===== config.mk =====
export PLATFORM = sky130hd
export DESIGN_NAME = mem_port_arbiter_flat
export DESIGN_NICKNAME = d
export VERILOG_FILES = /design/src/rtl/mem_port_arbiter_if.sv /design/src/rtl/mem_port_arbiter.sv /design/src/flat_wrapper.sv
export SDC_FILE = /design/constraint.sdc
export NUM_CORES = 1
export LEC_CHECK = 0
export ABC_AREA = 0
export BUFFER_PORTS_ARGS = -buffer_cell sky130_fd_sc_hd__buf_4
export CAP_MARGIN = 30
export CORE_AREA = 2 2 122 124
export CTS_CLUSTER_SIZE = 24
export DETAILED_ROUTE_END_ITERATION = 8
export DIE_AREA = 0 0 124 126
export PLACE_DENSITY = 0.59
export SYNTH_ARGS = -nofsm -noshare
export SYNTH_HDL_FRONTEND = slang
export SYNTH_SLANG_ARGS = --single-unit
export TNS_END_PERCENT = 10

===== constraint.sdc =====
create_clock -name CLK -period 3.3 [get_ports CLK]
set_clock_uncertainty 0.05 [all_clocks]
set_input_delay 0.825 -clock CLK [delete_from_list [all_inputs] [get_ports CLK]]
set_output_delay 0.825 -clock CLK [all_outputs]
set_load 0.01 [all_outputs]

===== src/rtl/mem_port_arbiter_if.sv =====
// Core fetch/data request ports plus the single-port SRAM pins, shared by the arbiter and its neighbours.
// The slave modport is the arbiter's view; the master modport is the core-and-SRAM side.
interface mem_port_arbiter_if #(
  parameter int AWIDTH = 10
);
  logic              I_REQ;
  logic [11:0]       I_ADDR;
  logic              I_GNT;
  logic              I_RVALID;
  logic [31:0]       I_RDATA;

  logic              D_REQ;
  logic              D_WEN;
  logic [3:0]        D_BE;
  logic [11:0]       D_ADDR;
  logic [31:0]       D_WDATA;
  logic              D_GNT;
  logic              D_RVALID;
  logic [31:0]       D_RDATA;

  logic              M_CSN;
  logic              M_WEN;
  logic [3:0]        M_BE;
  logic [AWIDTH-1:0] M_ADDR;
  logic [31:0]       M_DI;
  logic [31:0]       M_DOUT;

  modport slave (
    input  I_REQ, I_ADDR, D_REQ, D_WEN, D_BE, D_ADDR, D_WDATA, M_DOUT,
    output I_GNT, I_RVALID, I_RDATA, D_GNT, D_RVALID, D_RDATA,
           M_CSN, M_WEN, M_BE, M_ADDR, M_DI
  );

  modport master (
    output I_REQ, I_ADDR, D_REQ, D_WEN, D_BE, D_ADDR, D_WDATA, M_DOUT,
    input  I_GNT, I_RVALID, I_RDATA, D_GNT, D_RVALID, D_RDATA,
           M_CSN, M_WEN, M_BE, M_ADDR, M_DI
  );
endinterface


===== src/rtl/mem_port_arbiter.sv =====
// Per-cycle arbiter sharing one SP SRAM between fetch and data; grant is same-cycle, read data one cycle later.
// Losers hold their request until granted; data wins conflicts unless fetch is owed a turn. ARB_STATS_EN adds grant/conflict counters.
module mem_port_arbiter #(
  parameter int AWIDTH       = 10,
  parameter int STARVE_LIMIT = 4
) (
  input  logic                 CLK,
  input  logic                 RSTn,
  mem_port_arbiter_if.slave    bus,
  output logic [31:0]          I_GNT_CNT,
  output logic [31:0]          D_GNT_CNT,
  output logic [31:0]          CONFLICT_CNT
);

  typedef enum logic {PRI_D, PRI_I} state_e;

  localparam logic [3:0] LIMIT = 4'(STARVE_LIMIT);

  state_e            state_q;
  logic [3:0]        starve_q;
  logic              rsp_vld_q;
  logic              rsp_d_q;
  logic [AWIDTH-1:0] addr_q;
  logic [31:0]       di_q;

  logic              conflict;
  logic              gnt_i;
  logic              gnt_d;
  logic              d_wr;
  logic [AWIDTH-1:0] addr_d;
  logic [31:0]       di_d;
  logic              unused_addr_bits;

  assign conflict = bus.I_REQ & bus.D_REQ;
  // Grants are masked while reset is held so the SRAM stays deselected.
  assign gnt_i    = RSTn & bus.I_REQ & (~bus.D_REQ | (state_q == PRI_I));
  assign gnt_d    = RSTn & bus.D_REQ & ~gnt_i;
  assign d_wr     = gnt_d & ~bus.D_WEN;

  always_comb begin
    addr_d = addr_q;
    di_d   = di_q;
    if (gnt_i) begin
      addr_d = bus.I_ADDR[AWIDTH+1:2];
    end else if (gnt_d) begin
      addr_d = bus.D_ADDR[AWIDTH+1:2];
    end
    if (d_wr) begin
      di_d = bus.D_WDATA;
    end
  end

  assign bus.I_GNT    = gnt_i;
  assign bus.D_GNT    = gnt_d;
  assign bus.M_CSN    = ~(gnt_i | gnt_d);
  assign bus.M_WEN    = ~d_wr;
  assign bus.M_BE     = d_wr ? bus.D_BE : 4'b0000;
  assign bus.M_ADDR   = addr_d;
  assign bus.M_DI     = di_d;

  assign bus.I_RVALID = rsp_vld_q & ~rsp_d_q;
  assign bus.D_RVALID = rsp_vld_q & rsp_d_q;
  assign bus.I_RDATA  = bus.I_RVALID ? bus.M_DOUT : 32'd0;
  assign bus.D_RDATA  = bus.D_RVALID ? bus.M_DOUT : 32'd0;

  // Byte-offset bits and any bits above the SRAM depth are dropped on purpose.
  assign unused_addr_bits = ^{bus.I_ADDR, bus.D_ADDR};

  always_ff @(posedge CLK or negedge RSTn) begin
    if (!RSTn) begin
      state_q   <= PRI_D;
      starve_q  <= 4'd0;
      rsp_vld_q <= 1'b0;
      rsp_d_q   <= 1'b0;
      addr_q    <= '0;
      di_q      <= 32'd0;
    end else begin
      addr_q    <= addr_d;
      di_q      <= di_d;
      rsp_vld_q <= gnt_i | (gnt_d & bus.D_WEN);
      rsp_d_q   <= gnt_d;
      case (state_q)
        PRI_D: begin
          if (gnt_i) begin
            starve_q <= 4'd0;
          end else if (conflict) begin
            starve_q <= starve_q + 4'd1;
            if (starve_q + 4'd1 == LIMIT) begin
              state_q <= PRI_I;
            end
          end
        end
        PRI_I: begin
          if (gnt_i) begin
            starve_q <= 4'd0;
            state_q  <= PRI_D;
          end
        end
        default: state_q <= PRI_D;
      endcase
    end
  end

`ifdef ARB_STATS_EN
  logic [31:0] i_cnt_q;
  logic [31:0] d_cnt_q;
  logic [31:0] c_cnt_q;

  always_ff @(posedge CLK or negedge RSTn) begin
    if (!RSTn) begin
      i_cnt_q <= 32'd0;
      d_cnt_q <= 32'd0;
      c_cnt_q <= 32'd0;
    end else begin
      if (gnt_i) begin
        i_cnt_q <= i_cnt_q + 32'd1;
      end
      if (gnt_d) begin
        d_cnt_q <= d_cnt_q + 32'd1;
      end
      if (conflict) begin
        c_cnt_q <= c_cnt_q + 32'd1;
      end
    end
  end

  assign I_GNT_CNT    = i_cnt_q;
  assign D_GNT_CNT    = d_cnt_q;
  assign CONFLICT_CNT = c_cnt_q;
`else
  assign I_GNT_CNT    = 32'd0;
  assign D_GNT_CNT    = 32'd0;
  assign CONFLICT_CNT = 32'd0;
`endif

endmodule


===== src/flat_wrapper.sv =====
// flat-port wrapper written by rule: the top's interface ports become plain ports
module mem_port_arbiter_flat 
#(
  parameter int AWIDTH       = 10,
  parameter int STARVE_LIMIT = 4
)
  (CLK, RSTn, I_GNT_CNT, D_GNT_CNT, CONFLICT_CNT, bus_I_REQ, bus_I_ADDR, bus_D_REQ, bus_D_WEN, bus_D_BE, bus_D_ADDR, bus_D_WDATA, bus_M_DOUT, bus_I_GNT, bus_I_RVALID, bus_I_RDATA, bus_D_GNT, bus_D_RVALID, bus_D_RDATA, bus_M_CSN, bus_M_WEN, bus_M_BE, bus_M_ADDR, bus_M_DI);
  mem_port_arbiter_if #(.AWIDTH(AWIDTH)) bus_i ();
  input  logic CLK;
  input  logic RSTn;
  output logic [31:0] I_GNT_CNT;
  output logic [31:0] D_GNT_CNT;
  output logic [31:0] CONFLICT_CNT;
  input wire logic [$bits(bus_i.I_REQ)-1:0] bus_I_REQ;
  input wire logic [$bits(bus_i.I_ADDR)-1:0] bus_I_ADDR;
  input wire logic [$bits(bus_i.D_REQ)-1:0] bus_D_REQ;
  input wire logic [$bits(bus_i.D_WEN)-1:0] bus_D_WEN;
  input wire logic [$bits(bus_i.D_BE)-1:0] bus_D_BE;
  input wire logic [$bits(bus_i.D_ADDR)-1:0] bus_D_ADDR;
  input wire logic [$bits(bus_i.D_WDATA)-1:0] bus_D_WDATA;
  input wire logic [$bits(bus_i.M_DOUT)-1:0] bus_M_DOUT;
  output wire logic [$bits(bus_i.I_GNT)-1:0] bus_I_GNT;
  output wire logic [$bits(bus_i.I_RVALID)-1:0] bus_I_RVALID;
  output wire logic [$bits(bus_i.I_RDATA)-1:0] bus_I_RDATA;
  output wire logic [$bits(bus_i.D_GNT)-1:0] bus_D_GNT;
  output wire logic [$bits(bus_i.D_RVALID)-1:0] bus_D_RVALID;
  output wire logic [$bits(bus_i.D_RDATA)-1:0] bus_D_RDATA;
  output wire logic [$bits(bus_i.M_CSN)-1:0] bus_M_CSN;
  output wire logic [$bits(bus_i.M_WEN)-1:0] bus_M_WEN;
  output wire logic [$bits(bus_i.M_BE)-1:0] bus_M_BE;
  output wire logic [$bits(bus_i.M_ADDR)-1:0] bus_M_ADDR;
  output wire logic [$bits(bus_i.M_DI)-1:0] bus_M_DI;
  assign bus_i.I_REQ = bus_I_REQ;
  assign bus_i.I_ADDR = bus_I_ADDR;
  assign bus_i.D_REQ = bus_D_REQ;
  assign bus_i.D_WEN = bus_D_WEN;
  assign bus_i.D_BE = bus_D_BE;
  assign bus_i.D_ADDR = bus_D_ADDR;
  assign bus_i.D_WDATA = bus_D_WDATA;
  assign bus_i.M_DOUT = bus_M_DOUT;
  assign bus_I_GNT = bus_i.I_GNT;
  assign bus_I_RVALID = bus_i.I_RVALID;
  assign bus_I_RDATA = bus_i.I_RDATA;
  assign bus_D_GNT = bus_i.D_GNT;
  assign bus_D_RVALID = bus_i.D_RVALID;
  assign bus_D_RDATA = bus_i.D_RDATA;
  assign bus_M_CSN = bus_i.M_CSN;
  assign bus_M_WEN = bus_i.M_WEN;
  assign bus_M_BE = bus_i.M_BE;
  assign bus_M_ADDR = bus_i.M_ADDR;
  assign bus_M_DI = bus_i.M_DI;
  mem_port_arbiter #(.AWIDTH(AWIDTH), .STARVE_LIMIT(STARVE_LIMIT)) u_core (.CLK(CLK), .RSTn(RSTn), .bus(bus_i), .I_GNT_CNT(I_GNT_CNT), .D_GNT_CNT(D_GNT_CNT), .CONFLICT_CNT(CONFLICT_CNT));
endmodule

After elaboration in Yosys (flattened, before gate mapping)
Index checks and enable logic that the tools add are counted.

operators by class
  eq/ne operators = 3
  bitwise logic cells = 19
  shift operators = 0
  reductions and logical operators = 1
  mux-type cells = 15
  $add $sub $neg = 1
  magnitude comparators = 0
  $mul = 0
  div/mod/pow operators = 0

operator list
  cell                   count
  $mux W32               3
  $mux W10               2
  $mux W4                4
  $and A1 B1 Y1          9
  $pmux W4 S2            1
  $not A1 Y1             7
  $add A4 B1 Y4 const B  1
  $eq A4 B3 Y1 const B   1
  $mux W1                4
  $ne A3 B1 Y1 const B   1
  $or A1 B1 Y1           3
  $ne A2 B2 Y1 const B   1
  $pmux W1 S2            1
  $reduce_and A2 Y1      1

word-level totals
  bits in registers = 49
  bits of input ports = 97
  memories = 0
  bits in writable memories = 0
  latch bits = 0
  memory bits (read-only) = 0
  word-level logic and storage cells = 45

Longest topological paths before layout
Gate-level depths: netlist of run 1.

  word-level depth = 7
  gate-level depth with buffers = 4

Worst setup path after synthesis of run 1
Ideal clock, no wire load.

  path kind = input port to output port
  start point = input port bus_I_REQ
  end point = output port bus_M_DI[25]
  stages = 4
  arrival time = 2.073 ns
  path slack = 0.352 ns
  cells stage by stage = clkbuf_1 -> a211oi_4 -> buf_4 -> mux2_1

between the ends
  cells in the longest elaborated chain, start to end = 6

RTL lines
  element                     RTL line                text
  start: declaration          flat_wrapper.sv:14      input wire logic [$bits(bus_i.I_REQ)-1:0] bus_I_REQ;
  $and A1 B1 Y1 (2 in a row)  mem_port_arbiter.sv:36  assign gnt_i = RSTn & bus.I_REQ & (~bus.D_REQ | (state_q == PRI_I));
  $not A1 Y1                  mem_port_arbiter.sv:37  assign gnt_d = RSTn & bus.D_REQ & ~gnt_i;
  $and A1 B1 Y1               mem_port_arbiter.sv:37
  $and A1 B1 Y1               mem_port_arbiter.sv:38  assign d_wr = gnt_d & ~bus.D_WEN;
  $mux W32                    mem_port_arbiter.sv:48  if (d_wr) begin
  end: declaration            flat_wrapper.sv:32      output wire logic [$bits(bus_i.M_DI)-1:0] bus_M_DI;

No other way between the ends.

Worst setup path in the final report of run 1
  start point = input port bus_D_REQ
  end point = output port bus_M_ADDR[1]

between the ends
  cells in the longest elaborated chain, start to end = 7
  elaborated cells on any way between the ends = 8
  those cells by class = 2 x mux; 6 x bitwise

RTL lines
  element             RTL line                text
  start: declaration  flat_wrapper.sv:16      input wire logic [$bits(bus_i.D_REQ)-1:0] bus_D_REQ;
  $not A1 Y1          mem_port_arbiter.sv:36
  $or A1 B1 Y1        mem_port_arbiter.sv:36
  $and A1 B1 Y1       mem_port_arbiter.sv:36
  $not A1 Y1          mem_port_arbiter.sv:37
  $and A1 B1 Y1       mem_port_arbiter.sv:37
  $mux W10            mem_port_arbiter.sv:45  end else if (gnt_d) begin
  $mux W10 *          mem_port_arbiter.sv:43  if (gnt_i) begin
  end: declaration    flat_wrapper.sv:31      output wire logic [$bits(bus_i.M_ADDR)-1:0] bus_M_ADDR;

Every way passes the cells marked *; elsewhere a longest branch is shown, timed or not.

==> impl_metrics.env, run 1 <==
export IMPL_outcome="finished clean"
export IMPL_start_kind="input port"
export IMPL_grt_max_degree=38
export IMPL_seq_power_share=0.357
export IMPL_hold_viol_final=0
export IMPL_netlist_area_um2=3214
export IMPL_synth_flop_cell="dfrtp_1"
export IMPL_max_cap_violations=0
export IMPL_min_period_ns=2.994
export IMPL_rsz0062_at_grt="false"
export IMPL_slew_viol_final=0
export IMPL_synth_seq_area_share=0.3815
export IMPL_ant_nets=0
export IMPL_cts_tree="built"
export IMPL_synth_compound_area_frac=0.03309
export IMPL_cpPeakStageDelay_ns=0.37
export IMPL_fp_row_count=44
export IMPL_path_max_fanout=10
export IMPL_cts_buffers=5
export IMPL_track_usage=0.1187
export IMPL_critPathCaptureType="output pin"
export IMPL_vias=2703
export IMPL_avgSynthCellArea_um2=10.47
export IMPL_synth_fa_ha_area_frac=0.003893
export IMPL_yosysUniqueCellTypes=26
export IMPL_p_int_uw=1613
export IMPL_crit_family="buffers and inverters"
export IMPL_fin_tns_setup_ns=0
export IMPL_ys_warn_count=0
export IMPL_synth_top_cells_by_area="dfrtp_1 38%, buf_4 23%, mux2_2 17%, and2_1 7.4%, and3_1 6.4%"
export IMPL_drt_initial_drc_count=80
export IMPL_synth_mux_area_frac=0.1783
export IMPL_synth_seq_cells=49
export IMPL_path_clk_slew_ns=0.06
export IMPL_grt_pass1_vias=2659
export IMPL_netlist_area_leader_share=0.3815
export IMPL_synth_enable_flop_cells=0
export IMPL_power_density_nw_per_um2=477.5
export IMPL_grt_pass1_wl_mm=14.26
export IMPL_route_detailed_drc=0
export IMPL_via_per_inst=3.867
export IMPL_p_switching_uw=687.6
export IMPL_post_cts_buffers=0
export IMPL_cp_required_ns=2.42
export IMPL_final_layout_size_suffix_gt1_frac=0.5301
export IMPL_place_hpwl_mm=7.997
export IMPL_netlist_top_cells_count="99 x buf_4, 49 x dfrtp_1, 48 x mux2_2, 38 x and2_1, 33 x and3_1"
export IMPL_yosysMostFrequentCell="buf_4"
export IMPL_crit_arrival_ns=2.12
export IMPL_worstSkewPairLatency_ns=0.28
export IMPL_p_leak_uw=0.002630
export IMPL_cts_sinks=49
export IMPL_max_freq_ghz=0.3341
export IMPL_fillers=1468
export IMPL_ctsResizeCount=0
export IMPL_combinationalPowerShare=0.385
export IMPL_h_tree_depth=2
export IMPL_postLayoutCellArea_um2=4817
export IMPL_antenna_cells=0
export IMPL_holdWs_ns=0.4369
export IMPL_num_io_pins=309
export IMPL_multi_input_area_um2=1550
export IMPL_hold_buffers=0
export IMPL_portBuffers=208
export IMPL_fin_crit_sh=0.9071
export IMPL_dpl_cell_area_um2=4644
export IMPL_yosys_area_share_simple=0.1549
export IMPL_synth_top_family_by_area="buffers and inverters"
export IMPL_crit_buf_inv=3
export IMPL_drt_pass1_iterations=4
export IMPL_gr_total_overflow=0
export IMPL_fp_dieArea_um2=15620
export IMPL_core_area_um2=14310
export IMPL_cts_buffer_depth=2
export IMPL_finalSetupViolCount=0
export IMPL_syn_inst=307
export IMPL_routed_wl_mm=9.650
export IMPL_start_util=0.2246
export IMPL_routedWlPerCell_um=13.81
export IMPL_critical_path_most_common_cell="buf_4"
export IMPL_setup_worst_path_class="input port to output pin"
export IMPL_final_seq_area_um2=1226
export IMPL_cpMaxStageDelayCell="mux2_2"
export IMPL_synth_top_area_cell="dfrtp_1"
export IMPL_syn_to_final_growth_pct=49.86
export IMPL_antenna_found_initial=0
export IMPL_clockRootBuffer="clkbuf_16"
export IMPL_die_y_um=126
export IMPL_num_nets_final=612
export IMPL_p_sw_frac=0.2989
export IMPL_ys_async_sr_fraction=1.000
export IMPL_crit_chain="buf_4, nand2b_1, and3_1, buf_4, mux2_2, buf_4"
export IMPL_synth_xor_area_frac=0
export IMPL_globalplace_congestion=0.7800
export IMPL_stdcell_count=699
export IMPL_die_x_um=124
export IMPL_hold_class="register to register"
export IMPL_clkPwrFrac=0.258
export IMPL_place_inst=691
export IMPL_ir_worst_vdd_v=0.0003565
-- layout make-up --
class	instances	area share
Sequential cell	49	0.2545
Inverter	1	0.0007792
Multi-Input combinational cell	241	0.3218
Clock buffer	7	0.02961
Timing Repair Buffer	216	0.3392
Clock inverter	1	0.006234
Tap cell	184	0.04779
-- power by group through the flow --
stage | clock, µW | combinational, µW | sequential [µW]
after floorplan | 0 | 541 | 814
after global routing | 644 | 967 | 842
final | 594 | 885 | 821
after detailed placement | 0 | 893 | 832
after CTS | 621 | 896 | 822
after global placement | 0 | 878 | 825
-- logic make-up (layout without fill, tap and decap cells) --
group           Yosys count  in the layout
buf+inv                 112            225
fa+ha+maj                 1              1
flops                    49             49
compound gates           13             13
mux                      51             51
simple gates             80             80
other cells               1             96
-- state kept, by name, indices dropped and copies added, names as in the netlist --
| name | flops |
|---|---|
| u_core.addr_q | 10 |
| u_core.di_q | 32 |
| u_core.rsp_d_q | 1 |
| u_core.rsp_vld_q | 1 |
| u_core.starve_q | 4 |
| u_core.state_q | 1 |
-- path summary, 6_finish.rpt --
kind | startpoint | to | slack [ns] | depth (start not counted)
min in group asynchronous | RSTn | u_core.rsp_vld_q$_DFF_PN0_ | 0.46 | 2
max in group asynchronous | RSTn | u_core.di_q[8]$_DFF_PN0_ | 2.03 | 3
worst max-delay path | bus_D_REQ | bus_M_ADDR[1] | 0.31 | 6
worst max register to register | u_core.state_q$_DFF_PN0_ | u_core.addr_q[5]$_DFF_PN0_ | 1.57 | 4
worst min register to register | u_core.di_q[25]$_DFF_PN0_ | u_core.di_q[25]$_DFF_PN0_ | 0.44 | 1
worst min-delay path | u_core.di_q[25]$_DFF_PN0_ | u_core.di_q[25]$_DFF_PN0_ | 0.44 | 1
-- per-layer routing --
metal / vias to the layer above / wire length [µm] / GRT usage
met4: 0 / 183 / 0.03966
li1: 1240 / - / -
met2: 197 / 4764 / 0.1997
met1: 1251 / 3563 / 0.1373
met5: - / 0 / 0
met3: 15 / 1138 / 0.04574
-- per-stage QoR --
stage	util	power, µW	worst slack [ns]
2_1_floorplan	-	1355	0.3519
3_3_place_gp	0.3245	1703	0.3090
3_5_place_dp	0.3245	1725	0.2926
4_1_cts	0.3365	2340	0.2935
5_1_grt	0.3365	2453	0.2365
6_report	0.3365	2300	0.3065
-- placed cells by master (no fill, tap or decap), types with 2 or more instances in the layout --
master / instances
buf_4: 215
conb_1: 96
dfrtp_1: 49
mux2_2: 48
and2_1: 38
and3_1: 33
nor2b_1: 5
clkbuf_16: 5
a21oi_1: 2
mux2_1: 2
o21ai_0: 2
a31oi_1: 2
o2bb2ai_1: 2
Power figures use the tool's default switching activity.
==> inputs of run 2 (changes only) <==
- SLEW_MARGIN: default -> 20
- clock period: 3.3 -> 2.9 ns (I/O delays scaled with it)
==> impl_metrics.env, run 2 (synthesized netlist as in run 1, its figures left out) <==
export IMPL_rsz0062_at_grt="false"
export IMPL_outcome="finished clean"
export IMPL_finalSetupViolCount=0
export IMPL_power_density_nw_per_um2=530.3
export IMPL_setup_worst_path_class="input port to output pin"
export IMPL_reg_top3="u_core.di_q: 32 flops, u_core.addr_q: 10 flops, u_core.starve_q: 4 flops"
export IMPL_cp_required_ns=2.12
export IMPL_critPathCaptureType="output pin"
export IMPL_fin_ws_ns=0.1219
export IMPL_syn_to_final_growth_pct=49.98
export IMPL_grt_pass1_vias=2616
export IMPL_stdcell_count=700
export IMPL_p_leak_uw=0.002631
export IMPL_crit_chain="buf_4, nand2_1, a211oi_4, buf_12, mux2_2, buf_4"
export IMPL_drt_initial_drc_count=79
export IMPL_holdWs_ns=0.3311
export IMPL_die_x_um=124
export IMPL_grt_max_degree=39
export IMPL_hold_class="input port to asynchronous set/reset pin"
export IMPL_num_io_pins=309
export IMPL_fin_tns_setup_ns=0
export IMPL_critical_path_most_common_cell="buf_4"
export IMPL_die_y_um=126
export IMPL_dp_slack_ns=0.1149
export IMPL_globalplace_congestion=0.8069
export IMPL_ir_worst_vdd_v=0.0004368
export IMPL_drt_pass1_iterations=4
export IMPL_post_cts_buffers=0
export IMPL_hold_viol_final=0
export IMPL_start_kind="input port"
export IMPL_cts_buffer_depth=2
export IMPL_start_util=0.2246
export IMPL_postLayoutCellArea_um2=4821
export IMPL_cts_sinks=49
export IMPL_layout_common_cells="215 x buf_4, 96 x conb_1, 49 x dfrtp_1"
export IMPL_worstSkewPairLatency_ns=0.28
export IMPL_place_inst=692
export IMPL_fp_dieArea_um2=15620
export IMPL_largest_register="u_core.di_q"
export IMPL_grt_pass1_wl_mm=14.25
export IMPL_core_area_um2=14310
export IMPL_cts_tree="built"
export IMPL_fp_row_count=44
export IMPL_antenna_found_initial=0
export IMPL_vias=2680
export IMPL_clockRootBuffer="clkbuf_16"
export IMPL_routedWlPerCell_um=13.87
export IMPL_max_cap_violations=0
export IMPL_path_max_fanout=37
export IMPL_ctsResizeCount=0
export IMPL_gr_total_overflow=0
export IMPL_route_detailed_drc=0
export IMPL_slew_viol_final=0
export IMPL_largest_reg_flops=32
export IMPL_crit_arrival_ns=2.00
export IMPL_cpMaxStageDelayCell="mux2_2"
export IMPL_num_nets_final=613
export IMPL_dpl_cell_area_um2=4664
export IMPL_via_per_inst=3.829
export IMPL_portBuffers=208
export IMPL_layout_commonest_cell="buf_4"
export IMPL_cts_buffers=5
export IMPL_ant_nets=0
export IMPL_fin_crit_sh=0.9580
export IMPL_h_tree_depth=2
export IMPL_cpPeakStageDelay_ns=0.38
export IMPL_hold_buffers=0
export IMPL_track_usage=0.1180
export IMPL_antenna_cells=0
export IMPL_place_hpwl_mm=8.009
export IMPL_path_clk_slew_ns=0.07
export IMPL_routed_wl_mm=9.706
export IMPL_min_period_ns=2.778
export IMPL_max_freq_ghz=0.3600
export IMPL_final_layout_size_suffix_gt1_frac=0.5329
## run 2: metrics by stage
step                total power (µW)  utilization
finish                          2557       0.3368
global route                    2730       0.3368
CTS                             2596       0.3368
detailed placement              1970       0.3259
global placement                1946       0.3259
floorplan                       1541            -
## run 2: final cells by class
class | instances | area, µm²
inverter | 1 | 3.754
sequential | 49 | 1226
clock buffer | 6 | 138.9
tap | 184 | 230.2
timing repair buffer | 217 | 1654
clock inverter | 2 | 17.52
fill | 1448 | 9493
multi-input combinational | 241 | 1550
## run 2: path summary, 6_finish.rpt
path / startpoint / end / slack (ns) / cells after the start
hold / removal: RSTn / u_core.addr_q[3]$_DFF_PN0_ / 0.33 / 2
max in group asynchronous: RSTn / u_core.di_q[5]$_DFF_PN0_ / 1.73 / 3
min in group CLK: u_core.di_q[8]$_DFF_PN0_ / u_core.di_q[8]$_DFF_PN0_ / 0.45 / 1
setup / recovery: bus_D_REQ / bus_M_DI[16] / 0.12 / 6
setup reg to reg: u_core.state_q$_DFF_PN0_ / u_core.addr_q[7]$_DFF_PN0_ / 1.29 / 4
hold reg to reg: u_core.di_q[8]$_DFF_PN0_ / u_core.di_q[8]$_DFF_PN0_ / 0.45 / 1
## run 2: critical path, delay by kind of cell
kind,cells,cell delay (ns)
buffers and inverters,3,0.51
multiplexers,1,0.38
AO/OA/AOI/OAI,1,0.26
AND/OR/NAND/NOR,1,0.10
## run 2: power breakdown
part,internal (µW),total [µW],switching [µW]
Clock,348,607,259
Combinational,545,1010,464
Sequential,865,940,75.7
Total,1760,2560,799
## run 2: per-layer routing
layer	vias up	wire length, µm	track usage
met2	193	4723	0.1997
met3	11	1048	0.04212
met5	-	0	0
li1	1245	-	-
met1	1231	3753	0.1376
met4	0	181	0.03900
